$ cat src/rtl/mem_responder.sv
// -----------------------------------------------------------------------------
// mem_responder
//   Word-organised memory responder for the LC-3b MP1 memory interface.
//   Accepts one mem_read/mem_write request at a time. It captures the request,
//   waits a programmable number of cycles, performs the access and pulses
//   mem_resp for exactly one cycle.
//
// Parameters
//   LATENCY     edges from acceptance to mem_resp (1..15)
//   DEPTH_LOG2  log2 of number of 16-bit words; index = mem_address[DEPTH_LOG2:1]
//
// Ports
//   clk              rising-edge clock
//   rst_n            synchronous active-low reset
//   mem_read         read request, held until mem_resp
//   mem_write        write request, held until mem_resp (wins over mem_read)
//   mem_byte_enable  write lanes: bit0 -> [7:0], bit1 -> [15:8]
//   mem_address      byte address (bit0 not used for indexing)
//   mem_wdata        write data
//   mem_rdata        read data, updated when a read completes, held otherwise
//   mem_resp         one-cycle completion pulse
//   mem_error        (MEM_ALIGN_CHECK_EN only) misaligned full-word write flag
//
// Optional feature macro: MEM_ALIGN_CHECK_EN
//
// Handshake: the requester raises mem_read or mem_write and holds it (with
// address/data) until it sees mem_resp. Requests are sampled only in IDLE;
// all request fields are captured at acceptance and later changes are ignored.
// -----------------------------------------------------------------------------
module mem_responder #(
  parameter int unsigned LATENCY    = 3,
  parameter int unsigned DEPTH_LOG2 = 8
) (
  input  logic        clk,
  input  logic        rst_n,
  input  logic        mem_read,
  input  logic        mem_write,
  input  logic [1:0]  mem_byte_enable,
  input  logic [15:0] mem_address,
  input  logic [15:0] mem_wdata,
  output logic [15:0] mem_rdata,
`ifdef MEM_ALIGN_CHECK_EN
  output logic        mem_error,
`endif
  output logic        mem_resp
);

  localparam int unsigned DEPTH  = 1 << DEPTH_LOG2;
  localparam logic [3:0]  LAT_M1 = 4'(LATENCY - 1);

  typedef enum logic [1:0] {
    IDLE = 2'd0,
    BUSY = 2'd1,
    RESP = 2'd2
  } state_e;

  state_e                  state_q, state_d;
  logic [3:0]              count_q, count_d;
  logic                    wr_q, wr_d;
  logic [DEPTH_LOG2-1:0]   idx_q, idx_d;
  logic [15:0]             wdata_q, wdata_d;
  logic [1:0]              be_q, be_d;
  logic                    resp_q, resp_d;
  logic [15:0]             rdata_q, rdata_d;
  logic                    misalign_q, misalign_d;
`ifdef MEM_ALIGN_CHECK_EN
  logic                    err_q, err_d;
`endif

  // Storage: intentionally not reset.
  logic [15:0]             mem_q [DEPTH];
  logic [1:0]              lane_we;

  // Address bits above the index alias; bit0 only matters for the align check.
  logic unused_addr;
  assign unused_addr = ^{mem_address[15:DEPTH_LOG2+1], mem_address[0]};

  always_comb begin
    state_d    = state_q;
    count_d    = count_q;
    wr_d       = wr_q;
    idx_d      = idx_q;
    wdata_d    = wdata_q;
    be_d       = be_q;
    rdata_d    = rdata_q;
    misalign_d = misalign_q;
    resp_d     = 1'b0;
    lane_we    = 2'b00;
`ifdef MEM_ALIGN_CHECK_EN
    err_d      = 1'b0;
`endif
    case (state_q)
      IDLE: begin
        if (mem_read || mem_write) begin
          // A simultaneous read is dropped: the write takes priority.
          wr_d       = mem_write;
          idx_d      = mem_address[DEPTH_LOG2:1];
          wdata_d    = mem_wdata;
          be_d       = mem_byte_enable;
          count_d    = LAT_M1;
`ifdef MEM_ALIGN_CHECK_EN
          misalign_d = mem_write && mem_address[0] && (mem_byte_enable == 2'b11);
`else
          misalign_d = 1'b0;
`endif
          state_d    = BUSY;
        end
      end
      BUSY: begin
        if (count_q != 4'd0) begin
          count_d = count_q - 4'd1;
        end else begin
          resp_d  = 1'b1;
          state_d = RESP;
          if (wr_q) begin
            // A misaligned full-word write is reported, never stored.
            lane_we = misalign_q ? 2'b00 : be_q;
`ifdef MEM_ALIGN_CHECK_EN
            err_d   = misalign_q;
`endif
          end else begin
            rdata_d = mem_q[idx_q];
          end
        end
      end
      RESP: begin
        state_d = IDLE;
      end
      default: begin
        state_d = IDLE;
      end
    endcase
  end

  always_ff @(posedge clk) begin
    if (!rst_n) begin
      state_q    <= IDLE;
      count_q    <= 4'd0;
      wr_q       <= 1'b0;
      idx_q      <= '0;
      wdata_q    <= 16'h0000;
      be_q       <= 2'b00;
      resp_q     <= 1'b0;
      rdata_q    <= 16'h0000;
      misalign_q <= 1'b0;
`ifdef MEM_ALIGN_CHECK_EN
      err_q      <= 1'b0;
`endif
    end else begin
      state_q    <= state_d;
      count_q    <= count_d;
      wr_q       <= wr_d;
      idx_q      <= idx_d;
      wdata_q    <= wdata_d;
      be_q       <= be_d;
      resp_q     <= resp_d;
      rdata_q    <= rdata_d;
      misalign_q <= misalign_d;
`ifdef MEM_ALIGN_CHECK_EN
      err_q      <= err_d;
`endif
    end
  end

  // Storage write port; reset in flight abandons the pending write.
  always_ff @(posedge clk) begin
    if (rst_n && lane_we[0]) mem_q[idx_q][7:0]  <= wdata_q[7:0];
    if (rst_n && lane_we[1]) mem_q[idx_q][15:8] <= wdata_q[15:8];
  end

  assign mem_resp  = resp_q;
  assign mem_rdata = rdata_q;
`ifdef MEM_ALIGN_CHECK_EN
  assign mem_error = err_q;
`endif

endmodule

$ cat config.mk
export PLATFORM = sky130hd
export DESIGN_NAME = mem_responder
export DESIGN_NICKNAME = d
export VERILOG_FILES = /design/src/rtl/mem_responder.sv
export SDC_FILE = /design/constraint.sdc
export NUM_CORES = 2
export LEC_CHECK = 0
export BUFFER_PORTS_ARGS = -buffer_cell sky130_fd_sc_hd__buf_2
export CELL_PAD_IN_SITES_DETAIL_PLACEMENT = 1
export CELL_PAD_IN_SITES_GLOBAL_PLACEMENT = 1
export CORE_ASPECT_RATIO = 2
export CORE_MARGIN = 2
export CORE_UTILIZATION = 60
export CTS_CLUSTER_SIZE = 25
export DETAILED_ROUTE_END_ITERATION = 8
export GPL_ROUTABILITY_DRIVEN = 0
export GPL_TIMING_DRIVEN = 1
export PLACE_DENSITY = 0.95
export SYNTH_ARGS = -nofsm -noshare
export SYNTH_HDL_FRONTEND = slang
export SYNTH_SLANG_ARGS = --single-unit
$ cat constraint.sdc
create_clock -name clk -period 8.31 [get_ports clk]
set_input_delay 0.831 -clock clk [delete_from_list [all_inputs] [get_ports clk]]
set_output_delay 0.831 -clock clk [all_outputs]
set_load 0.02 [all_outputs]
==> impl_metrics.tcl, run 1 <==
set metrics [dict create \
    place_hpwl_um 319000 \
    syn_area_mm2 0.160 \
    synthCells 7615 \
    die_h_um 735 \
    cts_sinks 4146 \
    synth_nets 7655 \
    dieWidth_um 369 \
    synth_area_leader_cell "edfxtp_1" \
    postSynth.asyncResetShare 0 \
    synthTopCellsByArea "edfxtp_1 (77%), mux4_2 (13%), mux2i_1 (2.4%)" \
    ios 55 \
    cts_buffer_depth 4 \
    synth_common_cells "edfxtp_1 (4096), mux4_2 (938), nor2_1 (614)" \
    error "[ERROR GRT-0228] Horizontal edge usage exceeds the maximum allowed. (4, 25) usage=65535 limit=3200" \
    failing_step "5_1_grt" \
    place_area_mm2 0.164 \
    numCtsBuffers 321 \
    grt_max_degree 221 \
    synth_seq_cells 4146 \
    ys_seq_area_frac 0.774 \
    ctsResizeCount 0 \
    antenna_found_initial 119 \
    ys_warn_count 0 \
    yosys_most_used_dff "edfxtp_1" \
    cts_setup_buffers 0 \
    rows 268 \
    synth_top_area_share 0.768 \
    syn_area_per_cell_um2 21.0 \
    portBuffers 46 \
    ys_types 64 \
    start_util 0.603 \
    status "aborted with a tool error" \
    htreeDepth 5 \
    synth.most_common_cell "edfxtp_1" \
    cts_root_buf "clkbuf_16" \
    postCtsHoldBufs 0 \
    synth-edff-count 4096 \
]
==> stage by stage <==
step	std cells	setup slack [ps]
after CTS	11400	1780
after detailed placement	10800	2630
after global placement	10800	3310
after floorplan	7615	4060
==> logic make-up after synthesis <==
logic type | count (synthesis) | share of synthesized area
DFF | 4146 | 0.774
muxes | 1346 | 0.157
and+or+nand+nor | 1012 | 0.0262
AOI/OAI and AO/OA | 635 | 0.0271
buffers and inverters | 472 | 0.0151
xor gates and xnor gates | 2 | 0.000109
adders and majority gates | 2 | 0.000156
==> run 2: changes to the inputs <==
Settings changed: CELL_PAD_IN_SITES_DETAIL_PLACEMENT 1 to unset, CELL_PAD_IN_SITES_GLOBAL_PLACEMENT 1 to unset, CORE_ASPECT_RATIO 2 to unset, CORE_UTILIZATION 60 to 40, CTS_CLUSTER_SIZE 25 to unset, PLACE_DENSITY 0.95 to unset, PLACE_DENSITY_LB_ADDON set to 0.15.
==> impl_metrics.tcl, run 2 <==
set metrics [dict create \
    syn2layout_area_growth_pct 12.8 \
    synthCells 7615 \
    cts_setup_buffers 0 \
    fin_crit_sh 0.614 \
    slew_violations 0 \
    grt_first_pass_wirelength_um 627000 \
    synth_seq_cells 4146 \
    fin_setup_tns_ps 0 \
    postSynth.asyncResetShare 0 \
    drt-wirelength-per-cell_um 33.4 \
    syn_area_per_cell_um2 21.0 \
    cp-start-kind "register" \
    grt_use_met2 0.358 \
    drt-vias-per-instance 5.81 \
    place_hpwl_um 268000 \
    hold_viol 0 \
    ys_types 64 \
    clk_latency_ps 980 \
    layout_commonest_cell "edfxtp_1" \
    status "complete, no violations" \
    r2r_cells 8 \
    vdd_drop_max_v 0.000173 \
    crit_path_cell_trace "inv_1 -> ha_1 -> nor3b_1 -> and3_1 -> nand3_1 -> nor3_1 -> nand2_1 -> nor2_1" \
    clock_skew_ps 42.0 \
    syn_area_mm2 0.160 \
    fin_total_pwr_mw 47.4 \
    grt_max_degree 207 \
    start_util 0.401 \
    path_clk_slew_ps 60 \
    drive_gt1_frac 0.231 \
    clockPowerShare 0.409 \
    drc 0 \
    die_h_um 637 \
    largest_reg_flops 4096 \
    crit_type "reg2reg" \
    critPathBufInv 1 \
    rsz0062_at_grt "false" \
    crit_cells 8 \
    portBuffers 46 \
    num_vias 78100 \
    synth.most_common_cell "edfxtp_1" \
    grtUsageTotal 0.219 \
    fmax_mhz 196 \
    reg2reg_slack_ps 3200 \
    critPathMaxFanout 16 \
    synth-edff-count 4096 \
    dr.pass1.iters 8 \
    rows 232 \
    slew_headroom 0.146 \
    synth_nets 7655 \
    synth_common_cells "edfxtp_1 (4096), mux4_2 (938), nor2_1 (614)" \
    reg2reg_to "mem_q[56][12]" \
    htreeDepth 5 \
    p_comb_frac 0.091 \
    synthTopCellsByArea "edfxtp_1 (77%), mux4_2 (13%), mux2i_1 (2.4%)" \
    ios 55 \
    critical-path-top-delay-family "simple AND/OR/NAND/NOR gates" \
    place_area_mm2 0.167 \
    drt_iter0_drc 8813 \
    required_ps 8890 \
    yosys_most_used_dff "edfxtp_1" \
    startpoint "count_q[0]" \
    p_sw_frac 0.240 \
    cts_sinks 4146 \
    busiest_layer "met2" \
    coreArea_mm2 0.399 \
    dieWidth_um 637 \
    synth_top_area_share 0.768 \
    power.switching_mw 11.4 \
    grtUsageMet1 0.305 \
    grt_use_met3 0.0382 \
    drt-total-wl_um 450000 \
    internal-power_mw 36.0 \
    p_leak_nw 54.8 \
    grt_pass1_vias 79100 \
    power_frac_seq 0.500 \
    postCtsHoldBufs 0 \
    cts_root_buf "clkbuf_16" \
    top_register "mem_q" \
    reg2reg_from "count_q[0]" \
    numCtsBuffers 441 \
    ys_warn_count 0 \
    tightest_slew_ps 1250 \
    ys_seq_area_frac 0.774 \
    dieArea_mm2 0.406 \
    final_area_mm2 0.181 \
    nets 7838 \
    final_antenna_net_count 0 \
    setup_viol 0 \
    ctsResizeCount 0 \
    drv_cap 0 \
    cts_tree "done" \
    cpPeakStageDelay_ps 1050 \
    overflow 0 \
    synth_area_leader_cell "edfxtp_1" \
    antenna_found_initial 28 \
    crit_end "mem_q[56][12]" \
    min_path_type "in2reg" \
    cp.arrival_ps 5680 \
    power.density_mw_per_mm2 262 \
    most-common-layout-cells "edfxtp_1 (4096), mux4_2 (938), nor2_1 (607), clkbuf_16 (449), mux2i_1 (389)" \
    cpMaxStageDelayCell "nor3_1" \
    endpoint_kind "register" \
    period_minus_slack_ps 5110 \
    cts_buffer_depth 4 \
]
## run 2: cell counts after synthesis
No cell type changed its count.
## run 2: worst reg2reg max path, stage by stage (launching register included)
cell     delay [ps]
dfxtp_1         340
inv_1            90
ha_1            140
nor3b_1         450
and3_1          310
nand3_1         700
nor3_1         1080
nand2_1         710
nor2_1          910
## run 2: layout make-up
class	count	area, µm²
fill	33300	218000
clock inverter	290	2670
antenna	12	30.0
inverter	4	20.0
clock buffer	526	11500
tap	5265	6590
timing repair buffer	208	1730
sequential	4146	124000
multi-input combinational	2997	34100
## run 2: how the worst min path moves through the flow
stage,startpoint,end,cells past startpoint
floorplan,be_q[1],be_q[1],2
global placement,be_q[1],be_q[1],2
detailed placement,be_q[1],be_q[1],2
CTS,mem_wdata[3],wdata_q[3],3
global route,mem_wdata[2],wdata_q[2],3
finish,mem_wdata[2],wdata_q[2],3
## run 2: cell families (layout without fill, tap and decap cells)
kind of cell               after synthesis  in the layout  synth area share
AOI/OAI and AO/OA                      635            635            0.0271
xor gates and xnor gates                 2              2          0.000109
other                                    0             12                 0
and+or+nand+nor                       1012           1012            0.0262
adders and majority gates                2              2          0.000156
DFF                                   4146           4146             0.774
buffers and inverters                  472           1028            0.0151
muxes                                 1346           1346             0.157
## run 2: through the flow
stage | util | hold WS [ps] | setup slack [ps] | std cells
floorplan | - | 444 | 4060 | 7615
global placement | 0.417 | 465 | 3110 | 12600
detailed placement | 0.417 | 459 | 3080 | 12600
CTS | 0.453 | 23.3 | 3050 | 13400
global route | 0.453 | 69.4 | 2930 | 13400
finish | 0.453 | 119 | 3200 | 13400
## run 2: metal layers
| metal | vias up | wire length [µm] |
|---|---|---|
| met5 | - | 0 |
| met4 | 0 | 11100 |
| met3 | 507 | 31500 |
| met2 | 2768 | 219000 |
| met1 | 42700 | 188000 |
| li1 | 32100 | - |
## run 2: power groups by stage
stage                     sequential (mW)  clock (mW)  combinational (mW)
after floorplan                      24.3           0                2.26
after global placement               24.1           0                4.33
after detailed placement             24.1           0                4.37
after CTS                            23.7        19.8                4.38
after global routing                 23.7        20.5                4.53
final                                23.7        19.4                4.32
Power figures use the tool's default switching activity.
